`src/rtl/mdiv_pkg.sv`:
```
// Shared types and constants for the modular inverse/division command sequencer.
package mdiv_pkg;

    localparam int   WORD_W  = 32;
    localparam logic OP_MINV = 1'b1;
    localparam logic OP_MDIV = 1'b0;

    typedef enum logic [3:0] {
        IDLE   = 4'd0,
        LOAD_P = 4'd1,
        LOAD_A = 4'd2,
        LOAD_B = 4'd3,
        START  = 4'd4,
        WAIT   = 4'd5,
        DRAIN  = 4'd6,
        DONE   = 4'd7,
        ERR    = 4'd8
    } state_t;

endpackage

```
`src/rtl/mdiv_word_cnt.sv`:
```
// Modulo-WORDS word counter. wrap is high on the enabled cycle that rolls the
// count from WORDS-1 back to 0; clear has priority over enable.
module mdiv_word_cnt
    import mdiv_pkg::*;
#(
    parameter int WORDS = 8,
    parameter int CW    = (WORDS > 1) ? $clog2(WORDS) : 1
) (
    input  logic          clk,
    input  logic          rst,
    input  logic          en,
    input  logic          clr,
    output logic [CW-1:0] cnt,
    output logic          wrap
);

    localparam logic [CW-1:0] LAST = CW'(WORDS - 1);

    // Terminal-count detect qualified by enable.
    assign wrap = en && (cnt == LAST);

    // Counter register: clear, otherwise advance and roll over on enable.
    always_ff @(posedge clk or negedge rst) begin
        if (!rst) begin
            cnt <= '0;
        end else if (clr) begin
            cnt <= '0;
        end else if (en) begin
            cnt <= wrap ? '0 : cnt + 1'b1;
        end
    end

endmodule

```
`src/rtl/mdiv_seq_ctrl.sv`:
```
// Command sequencer around the 256-bit modular inverse/division core: loads
// p, a and (division only) b word by word, starts the core, waits for a
// rising completion edge and drains the result words downstream.
//
// Handshakes (cmd_*, in_*, core_out_*/res_*): a transfer happens on a rising
// clk edge where valid && ready are both high; ready never depends on valid,
// and a source holds valid/data until the transfer completes.
module mdiv_seq_ctrl
    import mdiv_pkg::*;
#(
    parameter int WORDS   = 8,
    parameter int TIMEOUT = 65535
) (
    input  logic              clk,
    input  logic              rst,
    input  logic              cmd_valid,
    output logic              cmd_ready,
    input  logic              cmd_op,
    input  logic              in_valid,
    output logic              in_ready,
    input  logic [WORD_W-1:0] in_data,
    output logic [WORD_W-1:0] datain,
    output logic              loadp,
    output logic              loada,
    output logic              loadb,
    output logic              minv_mdiv,
    output logic              minv_mdiv_en,
    input  logic              minv_mdiv_rdy,
    input  logic              core_out_valid,
    output logic              core_out_ready,
    input  logic [WORD_W-1:0] result_out,
    output logic              res_valid,
    input  logic              res_ready,
    output logic [WORD_W-1:0] res_data,
    output logic              res_last,
    output logic              busy,
    output logic              err,
    output state_t            state_dbg
);

    localparam int CW = (WORDS > 1) ? $clog2(WORDS) : 1;
    localparam int TW = $clog2(TIMEOUT + 1);
    localparam logic [CW-1:0] LAST_WORD = CW'(WORDS - 1);
    localparam logic [TW-1:0] TIMER_MAX = TW'(TIMEOUT);

    state_t          state, state_nxt;
    logic [CW-1:0]   cnt;
    logic            cnt_wrap;
    logic            cnt_en;
    logic            cmd_fire;
    logic            in_fire;
    logic            res_fire;
    logic            rdy_d;
    logic [TW-1:0]   timer;

    mdiv_word_cnt #(.WORDS(WORDS), .CW(CW)) u_word_cnt (
        .clk  (clk),
        .rst  (rst),
        .en   (cnt_en),
        .clr  (cmd_fire),
        .cnt  (cnt),
        .wrap (cnt_wrap)
    );

    // Handshake decode and the combinational result pass-through.
    always_comb begin
        cmd_ready      = (state == IDLE);
        in_ready       = (state == LOAD_P) || (state == LOAD_A) || (state == LOAD_B);
        busy           = (state != IDLE);
        core_out_ready = (state == DRAIN) && res_ready;
        res_valid      = (state == DRAIN) && core_out_valid;
        res_data       = result_out;
        res_last       = res_valid && (cnt == LAST_WORD);
        cmd_fire       = cmd_valid && cmd_ready;
        in_fire        = in_valid && in_ready;
        res_fire       = res_valid && res_ready;
        cnt_en         = in_fire || res_fire;
        state_dbg      = state;
    end

    // Next-state logic; operand order is p, a, then b for division only.
    always_comb begin
        state_nxt = state;
        case (state)
            IDLE:   if (cmd_valid) state_nxt = LOAD_P;
            LOAD_P: if (cnt_wrap) state_nxt = LOAD_A;
            LOAD_A: if (cnt_wrap) state_nxt = (minv_mdiv == OP_MDIV) ? LOAD_B : START;
            LOAD_B: if (cnt_wrap) state_nxt = START;
            START:  state_nxt = WAIT;
            WAIT: begin
                // Only a fresh rising edge counts; a level left over is stale.
                if (minv_mdiv_rdy && !rdy_d) state_nxt = DRAIN;
                else if (timer == TIMER_MAX) state_nxt = ERR;
            end
            DRAIN:  if (res_fire && cnt_wrap) state_nxt = DONE;
            DONE:   state_nxt = IDLE;
            ERR:    state_nxt = IDLE;
            default: state_nxt = IDLE;
        endcase
    end

    // State register, completion-edge history and the WAIT timeout timer.
    always_ff @(posedge clk or negedge rst) begin
        if (!rst) begin
            state <= IDLE;
            rdy_d <= 1'b0;
            timer <= '0;
        end else begin
            state <= state_nxt;
            rdy_d <= minv_mdiv_rdy;
            if (state == START) begin
                timer <= '0;
            end else if (state == WAIT) begin
                timer <= timer + 1'b1;
            end
        end
    end

    // Registered core-side outputs and the sticky timeout flag.
    always_ff @(posedge clk or negedge rst) begin
        if (!rst) begin
            datain       <= '0;
            loadp        <= 1'b0;
            loada        <= 1'b0;
            loadb        <= 1'b0;
            minv_mdiv    <= OP_MINV;
            minv_mdiv_en <= 1'b0;
            err          <= 1'b0;
        end else begin
            if (in_fire) begin
                datain <= in_data;
            end
            loadp        <= in_fire && (state == LOAD_P);
            loada        <= in_fire && (state == LOAD_A);
            loadb        <= in_fire && (state == LOAD_B);
            minv_mdiv_en <= (state == START);
            if (cmd_fire) begin
                minv_mdiv <= cmd_op;
            end
            if (cmd_fire) begin
                err <= 1'b0;
            end else if (state == ERR) begin
                err <= 1'b1;
            end
        end
    end

endmodule

```
`config.mk`:
```
export PLATFORM = sky130hd
export DESIGN_NAME = mdiv_seq_ctrl
export DESIGN_NICKNAME = d
export VERILOG_FILES = /design/src/rtl/mdiv_pkg.sv /design/src/rtl/mdiv_word_cnt.sv /design/src/rtl/mdiv_seq_ctrl.sv
export SDC_FILE = /design/constraint.sdc
export NUM_CORES = 1
export LEC_CHECK = 0
export ABC_CLOCK_PERIOD_IN_PS = 2000
export CORE_ASPECT_RATIO = 1.75
export CORE_MARGIN = 2
export CORE_UTILIZATION = 41
export CTS_CLUSTER_DIAMETER = 60
export CTS_CLUSTER_SIZE = 40
export DETAILED_ROUTE_END_ITERATION = 8
export GPL_TIMING_DRIVEN = 0
export PLACE_DENSITY = 0.81
export SYNTH_ARGS = -nofsm -noshare
export SYNTH_HDL_FRONTEND = slang
export SYNTH_SLANG_ARGS = --single-unit
```
`constraint.sdc`:
```
create_clock -name clk -period 2 [get_ports clk]
set_input_delay 0.4 -clock clk [delete_from_list [all_inputs] [get_ports clk]]
set_output_delay 0.4 -clock clk [all_outputs]
set_load 0.05 [all_outputs]
```
==> flow_metrics.py <==
metrics = {
    "status": {
        "status": "finished clean",
    },
    "floorplan": {
        "die_h_um": 118,
        "core.rowCount": 41,
        "die_area_um2": 8210,
        "pin_count": 152,
        "initial_utilization_pct": 42.4,
        "die_w_um": 69.4,
        "coreArea_um2": 7230,
    },
    "critical_path": {
        "max_stage_delay_ns": 0.44,
        "crit_family": "simple AND/OR/NAND/NOR gates",
        "cp-start-kind": "flip-flop",
        "critPathArrivalTime_ns": 1.54,
        "slowest_stage": "dfrtp_2",
        "crit_required_ns": 1.60,
        "worstSetupPathType": "flip-flop to output pin",
        "worst-path-stages": 3,
        "worstRegToRegCells": 6,
        "critPathMaxFanout": 6,
        "critPathBufInv": 1,
        "crit_chain": "and4bb_2 > and2_2 > clkbuf_4",
        "end_kind": "output pin",
    },
    "synth": {
        "netlist.area_leader.share_pct": 49.8,
        "async_reset_ff_share_pct": 100,
        "yosysTopAreaCell": "dfrtp_1",
        "synth.distinct_cells": 45,
        "synth_top_flop_cell": "dfrtp_1",
        "synth_area_per_cell_um2": 11.1,
        "mappedNetlistArea_um2": 3070,
        "ys_warn_count": 0,
        "synth_most_common_cell": "dfrtp_1",
        "synth_edf_count": 0,
        "ys_ff_latch": 62,
        "synth_commonest_cells": "dfrtp_1 (61), mux2_2 (35), buf_4 (32)",
        "syn-num-nets": 351,
        "seq_area_frac_synth_pct": 50.6,
        "synthCells": 276,
        "synthTopCellsByArea": "dfrtp_1 (50%), mux2_2 (13%), buf_4 (7.8%)",
    },
    "pwr": {
        "leakage_uw": 0.00201,
        "combPwrFrac_pct": 53.5,
        "p_seq_share_pct": 26.7,
        "p_int_uw": 4210,
        "power_uw": 7640,
        "p_per_area_nw_per_um2": 1630,
        "switching_share_pct": 44.9,
        "switching_power_uw": 3430,
        "power_frac_clock_pct": 19.8,
        "ir_drop_mv": 0.966,
    },
    "clock_network": {
        "cts_sinks": 62,
        "clk_path_buf_depth": 2,
        "cts_tree": "built",
        "numCtsBuffers": 9,
        "clkLatencyLatePin_ns": 0.33,
        "postCtsSetupRepairBufs": 0,
        "cts-root-buf": "clkbuf_16",
        "clk_pin_slew_worst_paths_ns": 0.05,
        "hold_buffers": 0,
        "htreeDepth": 3,
    },
    "route": {
        "drt-initial-drc-count": 88,
        "drt-pass1-iter-count": 4,
        "avgViaCountPerCell": 5.07,
        "drc": 0,
        "post_drt_wl_per_cell_um": 15.6,
        "routed_wl_um": 7770,
        "drtAntennaViolNets": 0,
        "vias": 2521,
    },
    "flow_run": {
        "timing.max_cap.violations": 0,
    },
    "cells_and_area": {
        "drive_above_1_share_pct": 28.0,
        "fillers": 581,
        "fin_nets": 482,
        "post-route-util_pct": 64.7,
        "syn_to_final_growth_pct": 52.5,
        "insertedDiodeCount": 0,
        "design_area_um2": 4680,
    },
    "timing": {
        "hold_viol_final": 0,
        "timing.final.ws_setup_ns": 0.0551,
        "fin_crit_sh_pct": 97.2,
        "finalClockSkew_ns": 0.00344,
        "period_minus_slack_ns": 1.94,
        "worst_slew_pin_slew_ns": 0.660,
        "slew_headroom_pct": 55.9,
        "slew_violations": 0,
        "fmax_mhz": 514,
        "rsz0062_at_grt": "false",
        "setup_viol": 0,
    },
    "placement": {
        "place_area_um2": 4400,
        "gp_congestion": 0.829,
        "hpwl_um": 5910,
        "dp_slack_ns": -0.327,
        "place.port_buffers": 119,
    },
    "global_routing": {
        "grt_use_total_pct": 19.5,
        "grt_pass1_wl_um": 12600,
        "antenna_found_initial": 0,
        "grt-ovfl-total": 0,
        "grt_max_degree": 36,
        "grt_pass1_vias": 2553,
    },
    "min_path": {
        "hp-class": "input pin to asynchronous set/reset pin",
    },
}
==> final cells by class <==
type / count / area, µm² / area share, %
sequential: 62 / 1560 / 33.3
buffer: 42 / 293 / 6.26
multi-input combinational: 168 / 1230 / 26.3
tap: 86 / 108 / 2.30
clock inverter: 4 / 47.5 / 1.02
clock buffer: 11 / 243 / 5.19
inverter: 4 / 18.8 / 0.401
timing repair buffer: 120 / 1180 / 25.3
==> sequential cells by signal, indices dropped and copies added, names as in the netlist, 3 cells and up <==
| signal | flops |
|---|---|
| datain | 32 |
| state_dbg | 4 |
| timer | 16 |
| u_word_cnt.cnt | 3 |
==> power by group through the flow <==
stage	sequential, µW	combinational, µW	clock (µW)
after detailed placement	2050	4140	0
after global routing	2100	4270	1590
after floorplan	3410	1410	0
after global placement	2020	4080	0
final	2040	4090	1510
after CTS	2040	4120	1540
==> per-layer routing <==
metal	track usage (%)	wire, µm	vias up
li1	-	-	1197
met1	20.9	2850	1200
met2	36.1	4290	109
met3	4.60	444	15
met4	8.09	186	0
met5	0	0	-
==> worst reg2reg max path: cells and delay by family, from the launching register on <==
kind	cells	cell delay (ns)
adder cells (fa/ha/maj)	1	0.23
flip-flops	1	0.41
multiplexers	1	0.36
AND/OR/NAND/NOR	4	0.77
==> layout by cell type, fill, tap and decap left out, types with 2 or more instances in the layout <==
cell type	netlist	final
a21oi_1	6	6
a22o_1	2	2
and2_1	3	2
and3_1	4	4
buf_2	6	7
buf_4	32	32
clkbuf_1	4	5
clkbuf_16	0	9
clkbuf_4	0	6
clkdlybuf4s50_1	0	107
clkinv_2	0	2
clkinvlp_4	0	2
dfrtp_1	61	58
dfrtp_2	0	3
dlygate4sd2_1	0	4
ha_1	3	2
inv_1	4	3
mux2_2	35	35
mux2i_1	5	5
nand2_1	19	19
nand2b_1	5	4
nand3_1	6	6
nand4_1	7	7
nor2_1	22	22
nor3_1	8	6
nor3_2	2	4
o21ai_0	10	10
o31ai_1	2	2
or3b_1	3	3
xnor2_1	4	4
xor2_1	2	2
==> final timing paths <==
path / slack, ns / to / start
max in group asynchronous: 1.27 / state_dbg[3] / rst
min in group clk: 0.50 / datain[13] / datain[13]
worst max register to register: 0.11 / state_dbg[0] / timer[0]
worst max-delay path: 0.06 / res_valid / state_dbg[3]
worst min register to register: 0.50 / datain[13] / datain[13]
worst min-delay path: 0.10 / datain[18] / rst
==> per-stage QoR <==
| step | hold WS [ns] | setup TNS [ns] | instances |
|---|---|---|---|
| floorplan | 0.104 | -0.0999 | 276 |
| global placement | 0.488 | -96.13 | 481 |
| detailed placement | 0.467 | -9.75 | 482 |
| CTS | 0.119 | -0.0990 | 497 |
| global route | 0.149 | 0 | 497 |
| finish | 0.103 | 0 | 497 |
==> what timing repair did <==
action                                 in CTS  in global routing
endpoints found under the hold margin       0                  0
resized for setup                          30                 12
setup endpoints to repair                  10                 24
==> logic make-up (layout without fill, tap and decap cells) <==
group / after synthesis / after routing / share of synthesized area [%]
buf+inv: 46 / 181 / 9.79
simple gates: 93 / 93 / 17.0
compound gates: 26 / 26 / 5.18
mux: 40 / 40 / 14.5
xor+xnor: 6 / 6 / 1.71
fa+ha+maj: 3 / 3 / 1.22
flops: 62 / 62 / 50.6
Note: power is estimated with default switching activity, not from simulation.
